## src/rtl/serial_subtractor_if.sv

```systemverilog
// Operand/result handshake bundle for the bit-serial subtractor.
// The slave side is the subtractor; the master side supplies operands and takes results.
interface serial_subtractor_if #(
    parameter int WIDTH = 8
);
    logic             in_valid;
    logic             in_ready;
    logic [WIDTH-1:0] a;
    logic [WIDTH-1:0] b;
    logic             borrow_in;
    logic             out_valid;
    logic             out_ready;
    logic [WIDTH-1:0] diff;
    logic             borrow_out;
    logic             overflow;
    logic             busy;

    modport master (
        output in_valid, a, b, borrow_in, out_ready,
        input  in_ready, out_valid, diff, borrow_out, overflow, busy
    );

    modport slave (
        input  in_valid, a, b, borrow_in, out_ready,
        output in_ready, out_valid, diff, borrow_out, overflow, busy
    );
endinterface

```

## src/rtl/serial_subtractor.sv

```systemverilog
// Bit-serial two's-complement subtractor: diff = a - b - borrow_in, LSB first,
// one full-subtractor cell and a registered borrow, one operation in flight.
module serial_subtractor #(
    parameter int WIDTH = 8
) (
    input logic                clk,
    input logic                rst,
    serial_subtractor_if.slave bus
);
    localparam int CNT_W = $clog2(WIDTH);

    typedef enum logic [1:0] {
        IDLE = 2'd0,
        BUSY = 2'd1,
        DONE = 2'd2
    } state_t;

    state_t           state;
    state_t           state_next;
    logic [WIDTH-1:0] a_sr;
    logic [WIDTH-1:0] b_sr;
    logic [WIDTH-1:0] diff_sr;
    logic [CNT_W-1:0] cnt;
    logic             br;
    logic             a_msb;
    logic             b_msb;
    logic             borrow_q;
    logic             ovf_q;

    logic             x;
    logic             y;
    logic             d_bit;
    logic             br_next;
    logic             last;

    // Full-subtractor cell on the current LSBs.
    assign x       = a_sr[0];
    assign y       = b_sr[0];
    assign d_bit   = x ^ y ^ br;
    assign br_next = (~x & y) | (~(x ^ y) & br);
    assign last    = (cnt == CNT_W'(WIDTH - 1));

    always_comb begin
        state_next = state;
        case (state)
            IDLE:    if (bus.in_valid)  state_next = BUSY;
            BUSY:    if (last)          state_next = DONE;
            DONE:    if (bus.out_ready) state_next = IDLE;
            default:                    state_next = IDLE;
        endcase
    end

    always_ff @(posedge clk) begin
        if (rst) begin
            state    <= IDLE;
            a_sr     <= '0;
            b_sr     <= '0;
            diff_sr  <= '0;
            cnt      <= '0;
            br       <= 1'b0;
            a_msb    <= 1'b0;
            b_msb    <= 1'b0;
            borrow_q <= 1'b0;
            ovf_q    <= 1'b0;
        end else begin
            state <= state_next;
            case (state)
                IDLE: begin
                    if (bus.in_valid) begin
                        a_sr  <= bus.a;
                        b_sr  <= bus.b;
                        br    <= bus.borrow_in;
                        cnt   <= '0;
                        a_msb <= bus.a[WIDTH-1];
                        b_msb <= bus.b[WIDTH-1];
                    end
                end
                BUSY: begin
                    a_sr    <= a_sr >> 1;
                    b_sr    <= b_sr >> 1;
                    diff_sr <= {d_bit, diff_sr[WIDTH-1:1]};
                    br      <= br_next;
                    cnt     <= cnt + 1'b1;
                    // The bit produced on the last step is the result sign.
                    if (last) begin
                        borrow_q <= br_next;
                        ovf_q    <= (a_msb != b_msb) && (d_bit != a_msb);
                    end
                end
                default: ;
            endcase
        end
    end

    assign bus.in_ready   = (state == IDLE);
    assign bus.out_valid  = (state == DONE);
    assign bus.busy       = (state != IDLE);
    assign bus.diff       = diff_sr;
    assign bus.borrow_out = borrow_q;
    assign bus.overflow   = ovf_q;
endmodule

```

## src/flat_wrapper.sv

```systemverilog
// flat-port wrapper written by rule: the top's interface ports become plain ports
module serial_subtractor_flat 
#(
    parameter int WIDTH = 8
)
  (clk, rst, bus_in_valid, bus_a, bus_b, bus_borrow_in, bus_out_ready, bus_in_ready, bus_out_valid, bus_diff, bus_borrow_out, bus_overflow, bus_busy);
  serial_subtractor_if #(.WIDTH(WIDTH)) bus_i ();
  input logic clk;
  input logic rst;
  input wire logic [$bits(bus_i.in_valid)-1:0] bus_in_valid;
  input wire logic [$bits(bus_i.a)-1:0] bus_a;
  input wire logic [$bits(bus_i.b)-1:0] bus_b;
  input wire logic [$bits(bus_i.borrow_in)-1:0] bus_borrow_in;
  input wire logic [$bits(bus_i.out_ready)-1:0] bus_out_ready;
  output wire logic [$bits(bus_i.in_ready)-1:0] bus_in_ready;
  output wire logic [$bits(bus_i.out_valid)-1:0] bus_out_valid;
  output wire logic [$bits(bus_i.diff)-1:0] bus_diff;
  output wire logic [$bits(bus_i.borrow_out)-1:0] bus_borrow_out;
  output wire logic [$bits(bus_i.overflow)-1:0] bus_overflow;
  output wire logic [$bits(bus_i.busy)-1:0] bus_busy;
  assign bus_i.in_valid = bus_in_valid;
  assign bus_i.a = bus_a;
  assign bus_i.b = bus_b;
  assign bus_i.borrow_in = bus_borrow_in;
  assign bus_i.out_ready = bus_out_ready;
  assign bus_in_ready = bus_i.in_ready;
  assign bus_out_valid = bus_i.out_valid;
  assign bus_diff = bus_i.diff;
  assign bus_borrow_out = bus_i.borrow_out;
  assign bus_overflow = bus_i.overflow;
  assign bus_busy = bus_i.busy;
  serial_subtractor #(.WIDTH(WIDTH)) u_core (.clk(clk), .rst(rst), .bus(bus_i));
endmodule
```

## config.mk

```make
export PLATFORM = sky130hd
export DESIGN_NAME = serial_subtractor_flat
export DESIGN_NICKNAME = d
export VERILOG_FILES = /design/src/rtl/serial_subtractor_if.sv /design/src/rtl/serial_subtractor.sv /design/src/flat_wrapper.sv
export SDC_FILE = /design/constraint.sdc
export NUM_CORES = 1
export LEC_CHECK = 0
export ABC_AREA = 0
export CAP_MARGIN = 20
export CORE_MARGIN = 10
export CORE_UTILIZATION = 49
export DETAILED_ROUTE_END_ITERATION = 10
export PLACE_DENSITY = 0.88
export SYNTH_ARGS = -nofsm -noshare
export SYNTH_HDL_FRONTEND = slang
export SYNTH_SLANG_ARGS = --single-unit
```

## constraint.sdc

```tcl
create_clock -name clk -period 1.6 [get_ports clk]
set_input_delay 0.24 -clock clk [delete_from_list [all_inputs] [get_ports clk]]
set_output_delay 0.24 -clock clk [all_outputs]
set_load 0.02 [all_outputs]
```

Word-level counts from Yosys, hierarchy flattened. Index checks and enable logic that the tools add are counted.

Add/subtract/negate cells: 1. Multipliers: 0. Div/mod/pow operators: 0. Magnitude comparators: 0. Equal/unequal tests: 8. Shift operators: 0. Muxes and demuxes: 12. Bitwise logic cells: 7. Reductions and logical operators: 8.

Operator list (count): 8-bit case mux with 2 select lines (2); 8-bit 2-to-1 mux (2); 2-bit 2-to-1 mux (3); 2-bit case mux with 3 select lines (1); 3-bit case mux with 2 select lines (1); 2-bit AND reduction (3); 2-bit != test (second input constant) (2); 2-bit nonzero test (2); 3-bit by 1-bit adder with 3-bit output (second input constant) (1); 3-bit equality test (second input constant) (1); 3-bit 2-to-1 mux (1); 3-bit AND reduction (1); 1-bit bitwise AND (2); 2-bit by 1-bit equality test with 1-bit output (second input constant) (1); 2-bit equality test (second input constant) (1); 2-bit logical NOT (1); 1-bit != test (2); 2-bit by 1-bit != test with 1-bit output (second input constant) (1); 1-bit NOT (2); 1-bit case mux with 2 select lines (1); 1-bit XOR (2); 1-bit logical AND (1); 1-bit 2-to-1 mux (1); 1-bit bitwise OR (1).

Register bits after elaboration: 34. Bits in latches: 0. RAM bits: 0. ROM bits: 0. Input bits: 21. Output and inout port bits: 13. Word-level logic and storage cells: 46. Memories: 0.

Logic depth before layout (Yosys ltp). Gate-level depths: netlist of the first run.

Depth after elaboration: 5. Gate-level depth with buffers: 5. Gate-level depth less buffers: 5.

Worst setup path after synthesis of the first run. OpenSTA, ideal clock, no wires.

Path type: reg-to-reg. Start point: reg u_core.b_sr[0]. End point: reg u_core.ovf_q, in the netlist u_core.bus.overflow. Data arrival time: 1.323 ns. Data required time: 1.509 ns. Setup slack: 0.186 ns. Stages on the path, launching flop included: 6. Path buffers: 0. Period minus slack after synthesis: 1.414 ns. Cell sequence: dfxtp_1 inv_1 fa_1 and3b_1 a21oi_1 a311oi_1.

Cells in the longest elaborated chain, start to end: 4.

Ends and longest elaborated chain: start: declaration (line serial_subtractor.sv:21) `logic [WIDTH-1:0] b_sr;`; start signal: assignment (line serial_subtractor.sv:71) `b_sr <= bus.b;`; start signal: assignment (line serial_subtractor.sv:80) `b_sr <= b_sr >> 1;`; 1-bit XOR (2 in series) (line serial_subtractor.sv:39) `assign d_bit = x ^ y ^ br;`; net u_core.d_bit (line serial_subtractor.sv:32) `logic d_bit;`; 1-bit != test (line serial_subtractor.sv:87) `ovf_q <= (a_msb != b_msb) && (d_bit != a_msb);`; 1-bit logical AND (line serial_subtractor.sv:87); end signal: assignment (line serial_subtractor.sv:87); end: declaration (line serial_subtractor.sv:28) `logic ovf_q;`.

The timed path passes the listed nets, and every way through them passes these cells. A chain may end at the register's enable or synchronous reset.

Final worst setup path of the first run.
Start point: reg u_core.diff_sr[6], in the netlist u_core.bus.diff[6]. End point: out bus_diff[6].

RTL lines: start: declaration (line serial_subtractor.sv:22) `logic [WIDTH-1:0] diff_sr;`; start signal: assignment (line serial_subtractor.sv:81) `diff_sr <= {d_bit, diff_sr[WIDTH-1:1]};`; end: declaration (line flat_wrapper.sv:17) `output wire logic [$bits(bus_i.diff)-1:0] bus_diff;`.

No word-level cell between the ends.

==> impl_metrics.env, run 1 <==
export IMPL_finClkSkew_ns=0.00542
export IMPL_dpl_cell_area_um2=1900
export IMPL_diodes=0
export IMPL_grt_pass1_wl_um=5550
export IMPL_cts_buffers=5
export IMPL_finalCriticalPeriod_ns=1.54
export IMPL_areaGrowthSynthToFinish_pct=25.8
export IMPL_gp_congestion=0.791
export IMPL_grt_antenna_before_repair=0
export IMPL_grt_max_degree=35
export IMPL_syn_inst=156
export IMPL_tightest_slew_ns=0.509
export IMPL_slowest_stage="clkdlybuf4s50_1"
export IMPL_nets=214
export IMPL_fin_crit_sh_pct=96.3
export IMPL_slew_violations=0
export IMPL_clock_path_buffers=2
export IMPL_worstSetupEndpointType="output pin"
export IMPL_synth_avg_cell_area_um2=9.97
export IMPL_ys_types=27
export IMPL_cts_root_buffer="clkbuf_4"
export IMPL_first_pass_iters=4
export IMPL_utilization_pct=64.1
export IMPL_critPathBufInv=1
export IMPL_critical_path_startpoint_type="flop"
export IMPL_ys_seq_area_share_pct=43.8
export IMPL_setup_viol=0
export IMPL_die_area_um2=5830
export IMPL_finalInstanceArea_um2=1960
export IMPL_rows=20
export IMPL_hold_depth=2
export IMPL_p_leak_nw=0.853
export IMPL_track_usage_pct=11.6
export IMPL_fillCellCount=248
export IMPL_layout_drive_gt1_share_pct=17.4
export IMPL_cts_tree="built"
export IMPL_grt_ovfl_total=0
export IMPL_start_util_pct=50.9
export IMPL_path_delay_family="buffers and inverters"
export IMPL_fmax_ghz=0.649
export IMPL_power_density_nw_per_um2=840
export IMPL_first_iter_violations=53
export IMPL_synth_area_um2=1560
export IMPL_worst_slack_ns=0.0599
export IMPL_via_count=1177
export IMPL_worstPathRequired_ns=1.36
export IMPL_yosys_warnings=0
export IMPL_cts_num_sinks=34
export IMPL_viasPerCell=5.03
export IMPL_status="completed"
export IMPL_wirelength_um=3290
export IMPL_ant_nets=0
export IMPL_netlist_top_cells_area="dfxtp_1, mux2i_1, a211oi_2"
export IMPL_netlist_area_leader_share_pct=43.8
export IMPL_yosysTopAreaCell="dfxtp_1"
export IMPL_pin_count=34
export IMPL_min_path_type="flop to flop"
export IMPL_htreeDepth=2
export IMPL_hpwl_um=2490
export IMPL_port_buffers=33
export IMPL_pre_cts_slack_ns=-0.0276
export IMPL_worstSetupPathType="flop to output pin"
export IMPL_hold_viol_final=0
export IMPL_dieHeight_um=76.3
export IMPL_whs_ns=0.465
export IMPL_routedWlPerCell_um=14.1
export IMPL_clk_latency_ns=0.33
export IMPL_grt_pass1_vias=1184
export IMPL_arrival_ns=1.30
export IMPL_maxCapViolations=0
export IMPL_critical_path_cell_count=1
export IMPL_max_slew_margin_pct=66.0
export IMPL_rsz0062_at_grt="yes"
export IMPL_postCtsSetupBuffers=0
export IMPL_cp_cell_sequence="clkdlybuf4s50_1"
export IMPL_syn_nets=180
export IMPL_fp_coreArea_um2=3050
export IMPL_hold_buffers=0
export IMPL_path_clk_slew_ns=0.09
export IMPL_crit_path_max_fanout=3
export IMPL_drc_errors=0
export IMPL_r2r_cells=5
export IMPL_ir_worst_vdd_v=0.000503
export IMPL_synth_seq_cells=34
export IMPL_die_x_um=76.3
export IMPL_critPathMaxStageDelay_ns=0.62
repair_timing:
action / 4_1_cts / 5_1_grt
endpoints found under the setup margin: 3 / 8
pin swaps: 0 / 3
gates resized for setup: 4 / 10
flip-flops by register name, summed over array words and instances (netlist names):
name	cells
u_core.bus.borrow_out	1
u_core.br	1
u_core.cnt	3
u_core.bus.overflow	1
u_core.a_msb	1
u_core.a_sr	8
u_core.bus.diff	8
u_core.state	2
u_core.b_msb	1
u_core.b_sr	8
cells in the mapped netlist:
cell type  number
dfxtp_1        34
nor2_1         23
mux2i_1        18
nand2_1        17
a211oi_2       14
a21oi_1        12
a22oi_1         5
inv_1           5
buf_6           4
buf_1           3
a311oi_1        2
clkbuf_2        2
ha_1            2
nor2b_1         2
a211oi_1        1
and3b_1         1
buf_12          1
buf_4           1
clkbuf_1        1
fa_1            1
nor3_1          1
nor3b_2         1
o21ba_4         1
o21bai_1        1
or2_2           1
or2b_1          1
or3b_2          1
report_power, final:
part,leakage (nW),internal (mW),switching (mW),total [mW]
clock,0.0254,0.165,0.251,0.417
combinational,0.548,0.152,0.151,0.304
sequential,0.279,0.894,0.0289,0.923
per-layer routing:
layer  global-route usage, %  routed length (µm)  up-vias  part of all wire (%)
met2                    19.9                1720       21                    52
met4                    4.46                  45        0                   1.4
met5                       0                   0        -                     0
li1                        -                   -      611                     -
met1                    12.4                1410      541                    43
met3                    4.60                 120        4                   3.6
logic make-up after synthesis:
| logic type | after synthesis | share of synthesized area (%) |
|---|---|---|
| AND/OR/NAND/NOR | 48 | 13.6 |
| AO/OA/AOI/OAI | 36 | 20.7 |
| adder cells (fa/ha/maj) | 3 | 2.90 |
| multiplexers | 18 | 11.6 |
| flip-flops | 34 | 43.8 |
| buffers and inverters | 17 | 7.48 |
layout make-up:
cell class | instances | area (µm²) | area share, %
repair buffers | 39 | 395 | 20.2
clock buffers | 7 | 45.0 | 2.30
inverters | 5 | 18.8 | 0.959
well taps | 44 | 55.1 | 2.81
multi-input cells | 105 | 761 | 38.9
flip-flops and latches | 34 | 682 | 34.8
layout by cell type (no fill, tap or decap), types with 2 or more instances in the layout:
cell type and count:
dlygate4sd2_1 2, a22oi_1 5, nor2b_1 2, a311oi_1 2
a21oi_1 12, nor2_1 23, mux2i_1 18, a211oi_2 14
dfxtp_1 33, inv_1 4, buf_4 5, nand2_1 17
clkbuf_1 2, ha_1 2, clkdlybuf4s50_1 24, dlymetal6s2s_1 6
clkbuf_4 5
through the flow:
step                      setup TNS, ns  total power [mW]  std cells
after floorplan                       0              1.15        156
after global placement                0              1.23        227
after detailed placement        -0.0800              1.25        227
after CTS                             0              1.66        234
after global routing           -0.00590              1.73        234
final                                 0              1.64        234
path summary, 6_finish.rpt:
path | slack [ns] | end | startpoint
worst max register to register | 0.09 | u_core.bus.overflow$_SDFFE_PP0P_ | u_core.br$_SDFFE_PP0P_
worst max-delay path | 0.06 | bus_diff[6] | u_core.bus.diff[6]$_SDFFE_PP0P_
worst min register to register | 0.47 | u_core.bus.diff[0]$_SDFFE_PP0P_ | u_core.bus.diff[0]$_SDFFE_PP0P_
worst min-delay path | 0.47 | u_core.bus.diff[0]$_SDFFE_PP0P_ | u_core.bus.diff[0]$_SDFFE_PP0P_
No activity file was read; power rests on OpenSTA's default activity.
==> run 2, diff against run 1 <==
Settings changed: SLEW_MARGIN set to 20.
==> results of run 2 <==
Final layout, timing and power as in run 1 (identical DEF).
==> run 3, diff against run 2 <==
Settings changed: CAP_MARGIN 20 to unset.
==> results of run 3 <==
Final layout, timing and power as in run 1 (identical DEF).
